<file path="config.mk">
export PLATFORM = sky130hd
export DESIGN_NAME = multiplier_nbits_seq
export DESIGN_NICKNAME = d
export VERILOG_FILES = /design/src/rtl/multiplier_nbits_seq.sv
export SDC_FILE = /design/constraint.sdc
export NUM_CORES = 1
export LEC_CHECK = 0
export CAP_MARGIN = 30
export CORE_UTILIZATION = 40
export CTS_CLUSTER_SIZE = 30
export DETAILED_ROUTE_END_ITERATION = 16
export PLACE_DENSITY_LB_ADDON = 0.05
export REMOVE_ABC_BUFFERS = 1
export SYNTH_ARGS = -nofsm -noshare
export SYNTH_HDL_FRONTEND = slang
export SYNTH_SLANG_ARGS = --single-unit
</file>
<file path="constraint.sdc">
create_clock -name clk -period 8.9 [get_ports clk]
set_input_delay 1.78 -clock clk [delete_from_list [all_inputs] [get_ports clk]]
set_output_delay 1.78 -clock clk [all_outputs]
set_load 0.05 [all_outputs]
</file>
<file path="src/rtl/multiplier_nbits_seq.sv">
// Sequential shift-add multiplier, WIDTH x WIDTH -> 2*WIDTH, unsigned or two's complement.
// Signed operands are reduced to magnitudes, multiplied, and the product is negated at the end.
module multiplier_nbits_seq #(
    parameter int unsigned WIDTH = 8
) (
    input  logic                 clk,
    input  logic                 RESET,
    input  logic                 start,
    input  logic                 SIGNED,
    input  logic [WIDTH-1:0]     X,
    input  logic [WIDTH-1:0]     Y,
    output logic                 BUSY,
    output logic                 DONE,
    output logic [2*WIDTH-1:0]   RES
);

    localparam int unsigned CW = $clog2(WIDTH);

    typedef enum logic [1:0] {StIdle, StLoad, StCalc, StFin} state_t;

    state_t               r_state;
    state_t               w_state_nxt;

    logic [WIDTH-1:0]     r_x;
    logic [WIDTH-1:0]     r_y;
    logic                 r_sgn;
    logic [WIDTH-1:0]     r_mcand;
    logic [WIDTH-1:0]     r_mplier;
    logic                 r_neg;
    logic [2*WIDTH-1:0]   r_acc;
    logic [CW-1:0]        r_cnt;
    logic [2*WIDTH-1:0]   r_res;

    logic [WIDTH-1:0]     w_x_mag;
    logic [WIDTH-1:0]     w_y_mag;
    logic [2*WIDTH-1:0]   w_addend;
    logic [2*WIDTH-1:0]   w_acc_nxt;
    logic                 w_last;

    // -2^(WIDTH-1) negates to itself, which read unsigned is the correct magnitude.
    assign w_x_mag   = (r_sgn && r_x[WIDTH-1]) ? -r_x : r_x;
    assign w_y_mag   = (r_sgn && r_y[WIDTH-1]) ? -r_y : r_y;
    assign w_addend  = {{WIDTH{1'b0}}, r_mcand} << r_cnt;
    assign w_acc_nxt = r_mplier[0] ? (r_acc + w_addend) : r_acc;
    assign w_last    = (r_cnt == CW'(WIDTH - 1));

    always_ff @(posedge clk or negedge RESET) begin
        if (!RESET) begin
            r_state <= StIdle;
        end else begin
            r_state <= w_state_nxt;
        end
    end

    always_comb begin
        w_state_nxt = r_state;
        BUSY        = 1'b1;
        DONE        = 1'b0;
        unique case (r_state)
            StIdle: begin
                BUSY = 1'b0;
                if (start) begin
                    w_state_nxt = StLoad;
                end
            end
            StLoad: w_state_nxt = StCalc;
            StCalc: begin
                if (w_last) begin
                    w_state_nxt = StFin;
                end
            end
            StFin: begin
                DONE        = 1'b1;
                w_state_nxt = StIdle;
            end
            default: w_state_nxt = StIdle;
        endcase
    end

    always_ff @(posedge clk or negedge RESET) begin
        if (!RESET) begin
            r_x      <= '0;
            r_y      <= '0;
            r_sgn    <= 1'b0;
            r_mcand  <= '0;
            r_mplier <= '0;
            r_neg    <= 1'b0;
            r_acc    <= '0;
            r_cnt    <= '0;
            r_res    <= '0;
        end else begin
            unique case (r_state)
                StIdle: begin
                    if (start) begin
                        r_x   <= X;
                        r_y   <= Y;
                        r_sgn <= SIGNED;
                    end
                end
                StLoad: begin
                    r_mcand  <= w_x_mag;
                    r_mplier <= w_y_mag;
                    r_neg    <= r_sgn & (r_x[WIDTH-1] ^ r_y[WIDTH-1]);
                    r_acc    <= '0;
                    r_cnt    <= '0;
                end
                StCalc: begin
                    r_acc    <= w_acc_nxt;
                    r_mplier <= r_mplier >> 1;
                    r_cnt    <= r_cnt + CW'(1);
                    // The last partial product lands in the result on the same edge.
                    if (w_last) begin
                        r_res <= r_neg ? -w_acc_nxt : w_acc_nxt;
                    end
                end
                default: ;
            endcase
        end
    end

    assign RES = r_res;

endmodule

</file>
==> results.json, run 1 <==
{
  "cts.clk_slew.worst_paths_ns": 0.06,
  "synth-edff-count": 0,
  "cts_hold_buf": 0,
  "syn2layout_area_growth_pct": 17.0,
  "portBuffers": 37,
  "p_leak_nw": 2.36,
  "max_cap_viol_count": 0,
  "cts_resized": 0,
  "hold_class": "flip-flop to flip-flop",
  "outcome": "complete, no violations",
  "switching_share_pct": 44.6,
  "nets": 596,
  "finalInstanceArea_um2": 5540,
  "start_util_pct": 41.3,
  "drc": 0,
  "grt_max_degree": 72,
  "finalPower_mw": 1.99,
  "relSlewSlack_pct": 36.8,
  "dp_hpwl_mm": 8.06,
  "grt_usage_pct": 19.1,
  "wl_per_cell_um": 15.8,
  "fin_crit_sh_pct": 42.7,
  "postRouteAntennaNets": 0,
  "cp-end-kind": "flip-flop",
  "place_area_um2": 5210,
  "crit_arrival_ns": 4.02,
  "grt_pass1_vias": 3824,
  "core_area_um2": 11500,
  "min_to": "RES[7]$_DFFE_PN0P_",
  "grt_pass1_wl_mm": 18.5,
  "synthCells": 521,
  "p_switching_uw": 890,
  "peakVddDrop_mv": 0.141,
  "setup_slack_ns": 5.10,
  "rows": 39,
  "tns_ns": 0,
  "place_ws_ns": 5.15,
  "yosys_register_bits": 71,
  "gp_congestion": 0.853,
  "cp_max_fo": 10,
  "vias": 3814,
  "firstDrtPassIters": 4,
  "die_w_um": 111,
  "clock_skew_ns": 0.00572,
  "setup_viol": 0,
  "die_y_um": 111,
  "hold_violations": 0,
  "synth_flop_cell": "dfrtp_1",
  "post_cts_buffers": 0,
  "grt_overflow_total": 0,
  "synth-seq-area-share_pct": 37.5,
  "numClockSinks": 71,
  "netlist_area_um2": 4730,
  "slew_violations": 0,
  "die_area_um2": 12300,
  "post_synth.cell_area_avg_um2": 9.09,
  "yosys.area.top_type": "dfrtp_1",
  "ys_async_sr_fraction_pct": 100,
  "synthTopCellsByArea": "dfrtp_1 38%, mux2_2 6.7%, ha_1 6.6%",
  "fin_crit_ns": 3.80,
  "yosys.cell_types.count": 64,
  "num_antenna_cells": 0,
  "whs_ns": 0.473,
  "worstRegToRegCells": 13,
  "cts_tree": "built",
  "cts_buffer_depth": 2,
  "p_comb_share_pct": 55.4,
  "htreeDepth": 3,
  "cts_made_buffers": 9,
  "tightestPinTransition_ns": 0.946,
  "drive_gt1_share_pct": 11.0,
  "cp-start-kind": "flip-flop",
  "min_from": "RES[7]$_DFFE_PN0P_",
  "worstHoldPathCells": 2,
  "finalWirelength_mm": 11.1,
  "clkPwrFrac_pct": 18.2,
  "viasPerCell": 5.46,
  "fmax_ghz": 0.263,
  "required_ns": 9.12,
  "rsz0062_at_grt": "no",
  "ios": 38,
  "critPathKind": "flip-flop to flip-flop",
  "seq_power_share_pct": 26.4,
  "p_int_mw": 1.10,
  "yosys_warnings": 0,
  "synth_top_area_share_pct": 37.5,
  "root_buffer": "clkbuf_16",
  "power_density_nw_per_um2": 360,
  "r2r_setup_slack_ns": 5.10,
  "reg2reg_from": "r_cnt[0]$_DFFE_PN0P_",
  "dr.first_iter.drc_count": 251,
  "clk_latency_ns": 0.34,
  "timing.rr.end": "RES[15]$_DFFE_PN0P_",
  "antenna_found_initial": 0
}
==> worst max-delay path by stage <==
| stage | depth (start not counted) | end | slack (ns) | start |
|---|---|---|---|---|
| detailed placement | 14 | RES[13]$_DFFE_PN0P_ | 5.15 | r_cnt[0]$_DFFE_PN0P_ |
| global route | 13 | RES[14]$_DFFE_PN0P_ | 4.80 | r_cnt[0]$_DFFE_PN0P_ |
| finish | 13 | RES[15]$_DFFE_PN0P_ | 5.10 | r_cnt[0]$_DFFE_PN0P_ |
| floorplan | 14 | RES[13]$_DFFE_PN0P_ | 5.54 | r_cnt[0]$_DFFE_PN0P_ |
| global placement | 11 | RES[12]$_DFFE_PN0P_ | 5.23 | r_cnt[0]$_DFFE_PN0P_ |
| CTS | 13 | RES[12]$_DFFE_PN0P_ | 5.15 | r_cnt[0]$_DFFE_PN0P_ |
==> worst max-delay path, stage by stage, from the launching register on <==
cell,delay [ns]
dfrtp_1,0.57
inv_1,0.12
nand2_1,0.15
nor3_1,0.08
ha_1,0.26
fa_1,0.45
a211o_1,0.31
a21oi_2,0.31
xnor2_1,0.13
mux2i_2,0.37
nand3_1,0.31
nor4_1,0.35
a2111o_1,0.20
nand3_1,0.07
==> logic make-up (layout without fill, tap and decap cells) <==
logic type      after synthesis  after routing  share of synthesized area, %
compound gates              140            140                          19.8
buf+inv                      59             93                          4.76
simple gates                155            155                          16.0
flops                        71             71                          37.5
mux                          44             44                          10.1
fa+ha+maj                    26             26                          7.03
xor+xnor                     26             26                          4.81
==> power by group through the flow <==
| stage | Combinational (mW) | Sequential, mW | Clock, mW |
|---|---|---|---|
| 2_1_floorplan | 0.841 | 0.518 | 0 |
| 5_1_grt | 1.24 | 0.544 | 0.387 |
| 3_3_place_gp | 1.08 | 0.531 | 0 |
| 3_5_place_dp | 1.10 | 0.533 | 0 |
| 6_report | 1.10 | 0.526 | 0.362 |
| 4_1_cts | 1.11 | 0.527 | 0.374 |
==> placed cells by master (no fill, tap or decap), types with 4 or more instances in the layout <==
cell	n
o22ai_1	17
a21oi_1	25
mux2_2	28
ha_1	25
a31oi_1	6
o21ai_0	36
a211oi_1	4
nand2b_1	4
clkdlybuf4s50_1	36
a211o_1	4
nor2_1	35
inv_1	36
nor3_1	13
dfrtp_1	71
mux2i_1	15
buf_4	4
xor2_1	7
nand2_1	52
nand4_1	4
o21ai_1	11
xnor2_1	19
clkbuf_16	9
nand3_1	20
nand4b_1	4
==> state kept, by name, indices dropped and copies added (netlist names), 2 cells and up <==
| signal | cells |
|---|---|
| r_state | 2 |
| r_mcand | 8 |
| r_x | 8 |
| r_acc | 16 |
| r_mplier | 8 |
| RES | 16 |
| r_y | 8 |
| r_cnt | 3 |
==> routing by layer <==
| layer | vias to the layer above | global-route usage, % | share of wire [%] |
|---|---|---|---|
| met2 | 64 | 32.8 | 49 |
| met4 | 0 | 8.27 | 2.7 |
| met5 | - | 0 | 0 |
| met3 | 18 | 4.32 | 3.3 |
| met1 | 1799 | 22.8 | 45 |
| li1 | 1933 | - | - |
==> stage by stage <==
| step | instances | utilization [%] |
|---|---|---|
| after global routing | 698 | 48.3 |
| after floorplan | 498 | - |
| final | 698 | 48.3 |
| after CTS | 697 | 48.1 |
| after detailed placement | 681 | 45.5 |
| after global placement | 681 | 45.5 |
==> cell usage after synthesis (3+ instances only) <==
library cell  instances
a21o_1                3
xnor2_1              19
or3_1                 3
nand2b_1              4
nand3b_1              3
buf_1                 3
and2_1                3
mux2i_1              15
a31oi_1               6
nor3_1               13
buf_2                 3
nand4_1               4
dfrtp_1              71
o21ai_0              36
a211o_1               4
o21a_1                3
xor2_1                7
nand3_1              20
o21ai_1              11
inv_1                36
nor2_1               35
ha_1                 25
and3_1                3
a21oi_1              25
o22ai_1              17
nand4b_1              4
o31ai_1               3
mux2_2               28
a211oi_1              4
nand2_1              52
o211ai_1              3
clkbuf_1             17
==> area by class of cell <==
class / count / area (µm²)
fillers: 1085 / 5930
clock buffers: 11 / 243
flip-flops and latches: 71 / 1780
well taps: 143 / 179
multi-input cells: 391 / 2730
inverters: 36 / 135
clock inverters: 5 / 56.3
repair buffers: 41 / 418
Note: power is estimated with default switching activity, not from simulation.
==> run 2: changes to the inputs <==
==> constraint.sdc (replaced) <==
create_clock -name clk -period 3.1 [get_ports clk]
set_input_delay 0.62 -clock clk [delete_from_list [all_inputs] [get_ports clk]]
set_output_delay 0.62 -clock clk [all_outputs]
set_load 0.05 [all_outputs]
==> results.json, run 2 (synthesized netlist as in run 1, its figures left out) <==
{
  "p_leak_nw": 2.85,
  "cts.clk_slew.worst_paths_ns": 0.06,
  "gp_congestion": 0.858,
  "grt_overflow_total": 0,
  "root_buffer": "clkbuf_16",
  "finalPower_mw": 7.35,
  "grt_usage_pct": 21.1,
  "wl_per_cell_um": 15.9,
  "fin_crit_sh_pct": 108,
  "dp_hpwl_mm": 8.93,
  "num_antenna_cells": 0,
  "place_ws_ns": -0.474,
  "rsz0062_at_grt": "yes",
  "relSlewSlack_pct": 53.9,
  "rows": 39,
  "violations": "negative setup slack",
  "slew_violations": 0,
  "setup_slack_ns": -0.245,
  "outcome": "finished with violations",
  "ios": 38,
  "die_area_um2": 12300,
  "grt_pass1_vias": 4224,
  "hold_violations": 0,
  "cp_max_fo": 6,
  "slowest_stage": "dfrtp_2",
  "layout_common_cells": "81 x buf_4, 70 x dfrtp_1, 48 x nand2_1",
  "multi_input_area_um2": 3090,
  "fillers": 994,
  "crit_buf_inv": 2,
  "portBuffers": 37,
  "die_w_um": 111,
  "htreeDepth": 3,
  "peakVddDrop_mv": 0.547,
  "vias": 4197,
  "drive_gt1_share_pct": 30.8,
  "viasPerCell": 5.36,
  "clock_skew_ns": 0.00456,
  "hold_class": "input pin to async pin",
  "clk_latency_ns": 0.34,
  "grt_pass1_wl_mm": 20.5,
  "max_cap_viol_count": 0,
  "reg2reg_from": "r_cnt[0]$_DFFE_PN0P_",
  "tns_ns": -1.69,
  "fmax_ghz": 0.299,
  "cts_made_buffers": 9,
  "cts_hold_buf": 0,
  "critPathKind": "flip-flop to flip-flop",
  "dr.first_iter.drc_count": 157,
  "r2r_setup_slack_ns": -0.25,
  "antenna_found_initial": 0,
  "crit_arrival_ns": 3.55,
  "start_util_pct": 41.3,
  "setup_viol": 9,
  "crit_chain": "buf_6 -> mux2i_4 -> nand2_1 -> nand2_2 -> mux2i_1 -> ha_1 -> buf_6 -> a211o_1 -> a211o_1 -> o311a_1 -> and4b_2 -> o211ai_4 -> o31ai_1 -> xnor2_1 -> o21ai_1",
  "final_common_cell": "buf_4",
  "cp-end-kind": "flip-flop",
  "required_ns": 3.30,
  "cts_tree": "built",
  "grt_max_degree": 72,
  "worstRegToRegCells": 15,
  "tightestPinTransition_ns": 0.690,
  "timing.rr.end": "RES[12]$_DFFE_PN0P_",
  "critical_path.max_stage_delay_ns": 0.43,
  "fin_crit_ns": 3.35,
  "numClockSinks": 71,
  "firstDrtPassIters": 4,
  "whs_ns": 0.0612,
  "finalWirelength_mm": 12.4,
  "core_area_um2": 11500,
  "drc": 0,
  "cts_buffer_depth": 2,
  "power_density_nw_per_um2": 1120,
  "syn2layout_area_growth_pct": 39.1,
  "die_y_um": 111,
  "cp-start-kind": "flip-flop",
  "nets": 681,
  "regArea_um2": 1780,
  "postRouteAntennaNets": 0,
  "cp_top_family": "compound AO/OA/AOI/OAI gates"
}
## run 2: changes by cell type in the layout (fill, tap and decap cells not counted), sizes merged
cell and delta:
clkbuf -1, bufinv +1, clkinv +1, clkinvlp -1, buf +85
## run 2: layout make-up
class                           count  share of cell area, %
Multi-Input combinational cell    391                   47.0
Sequential cell                    71                   27.0
Timing Repair Buffer              126                   16.5
Clock buffer                       10                   3.48
Tap cell                          143                   2.72
Inverter                           36                   2.05
Clock inverter                      6                   1.27
## run 2: worst reg2reg max path, stage by stage (launching register included)
cell and delay, ns:
dfrtp_2 0.43, buf_6 0.16, mux2i_4 0.27, nand2_1 0.09, nand2_2 0.08, mux2i_1 0.07
ha_1 0.35, buf_6 0.15, a211o_1 0.28, a211o_1 0.24, o311a_1 0.14, and4b_2 0.33
o211ai_4 0.12, o31ai_1 0.28, xnor2_1 0.15, o21ai_1 0.07
## run 2: worst max path at each step
stage	from	slack (ns)	cells past startpoint	to
floorplan	r_cnt[0]$_DFFE_PN0P_	-0.26	14	RES[13]$_DFFE_PN0P_
global placement	r_cnt[0]$_DFFE_PN0P_	-0.39	12	RES[15]$_DFFE_PN0P_
detailed placement	r_cnt[0]$_DFFE_PN0P_	-0.47	13	RES[15]$_DFFE_PN0P_
CTS	r_cnt[0]$_DFFE_PN0P_	-0.26	14	RES[13]$_DFFE_PN0P_
global route	r_cnt[0]$_DFFE_PN0P_	-0.43	15	RES[13]$_DFFE_PN0P_
finish	r_cnt[0]$_DFFE_PN0P_	-0.25	15	RES[12]$_DFFE_PN0P_
## run 2: timing repair
| item | in CTS | in global routing |
|---|---|---|
| setup endpoints to repair | 15 | 18 |
| pin swaps | 20 | 30 |
| gates cloned | 0 | 0 |
| setup buffers | 6 | 12 |
| gates resized for setup | 38 | 46 |
## run 2: per-layer routing
| metal | wire length [µm] | share of wire (%) | global-route usage, % |
|---|---|---|---|
| met5 | 0 | 0 | 0 |
| met2 | 6150 | 49 | 35.6 |
| met4 | 373 | 3.0 | 10.3 |
| met3 | 285 | 2.3 | 4.21 |
| met1 | 5620 | 45 | 25.7 |
## run 2: through the flow
step	utilization (%)	instance area [µm²]	cells
2_1_floorplan	-	4640	498
3_3_place_gp	49.9	5720	749
3_5_place_dp	49.9	5720	749
4_1_cts	54.6	6260	771
5_1_grt	57.4	6590	783
6_report	57.4	6590	783
## run 2: power by group
group	total (mW)	switching (mW)	leakage, nW	internal, mW
Combinational	4.68	2.33	1.79	2.35
Clock	1.12	0.416	0.157	0.703
Sequential	1.55	0.339	0.910	1.21
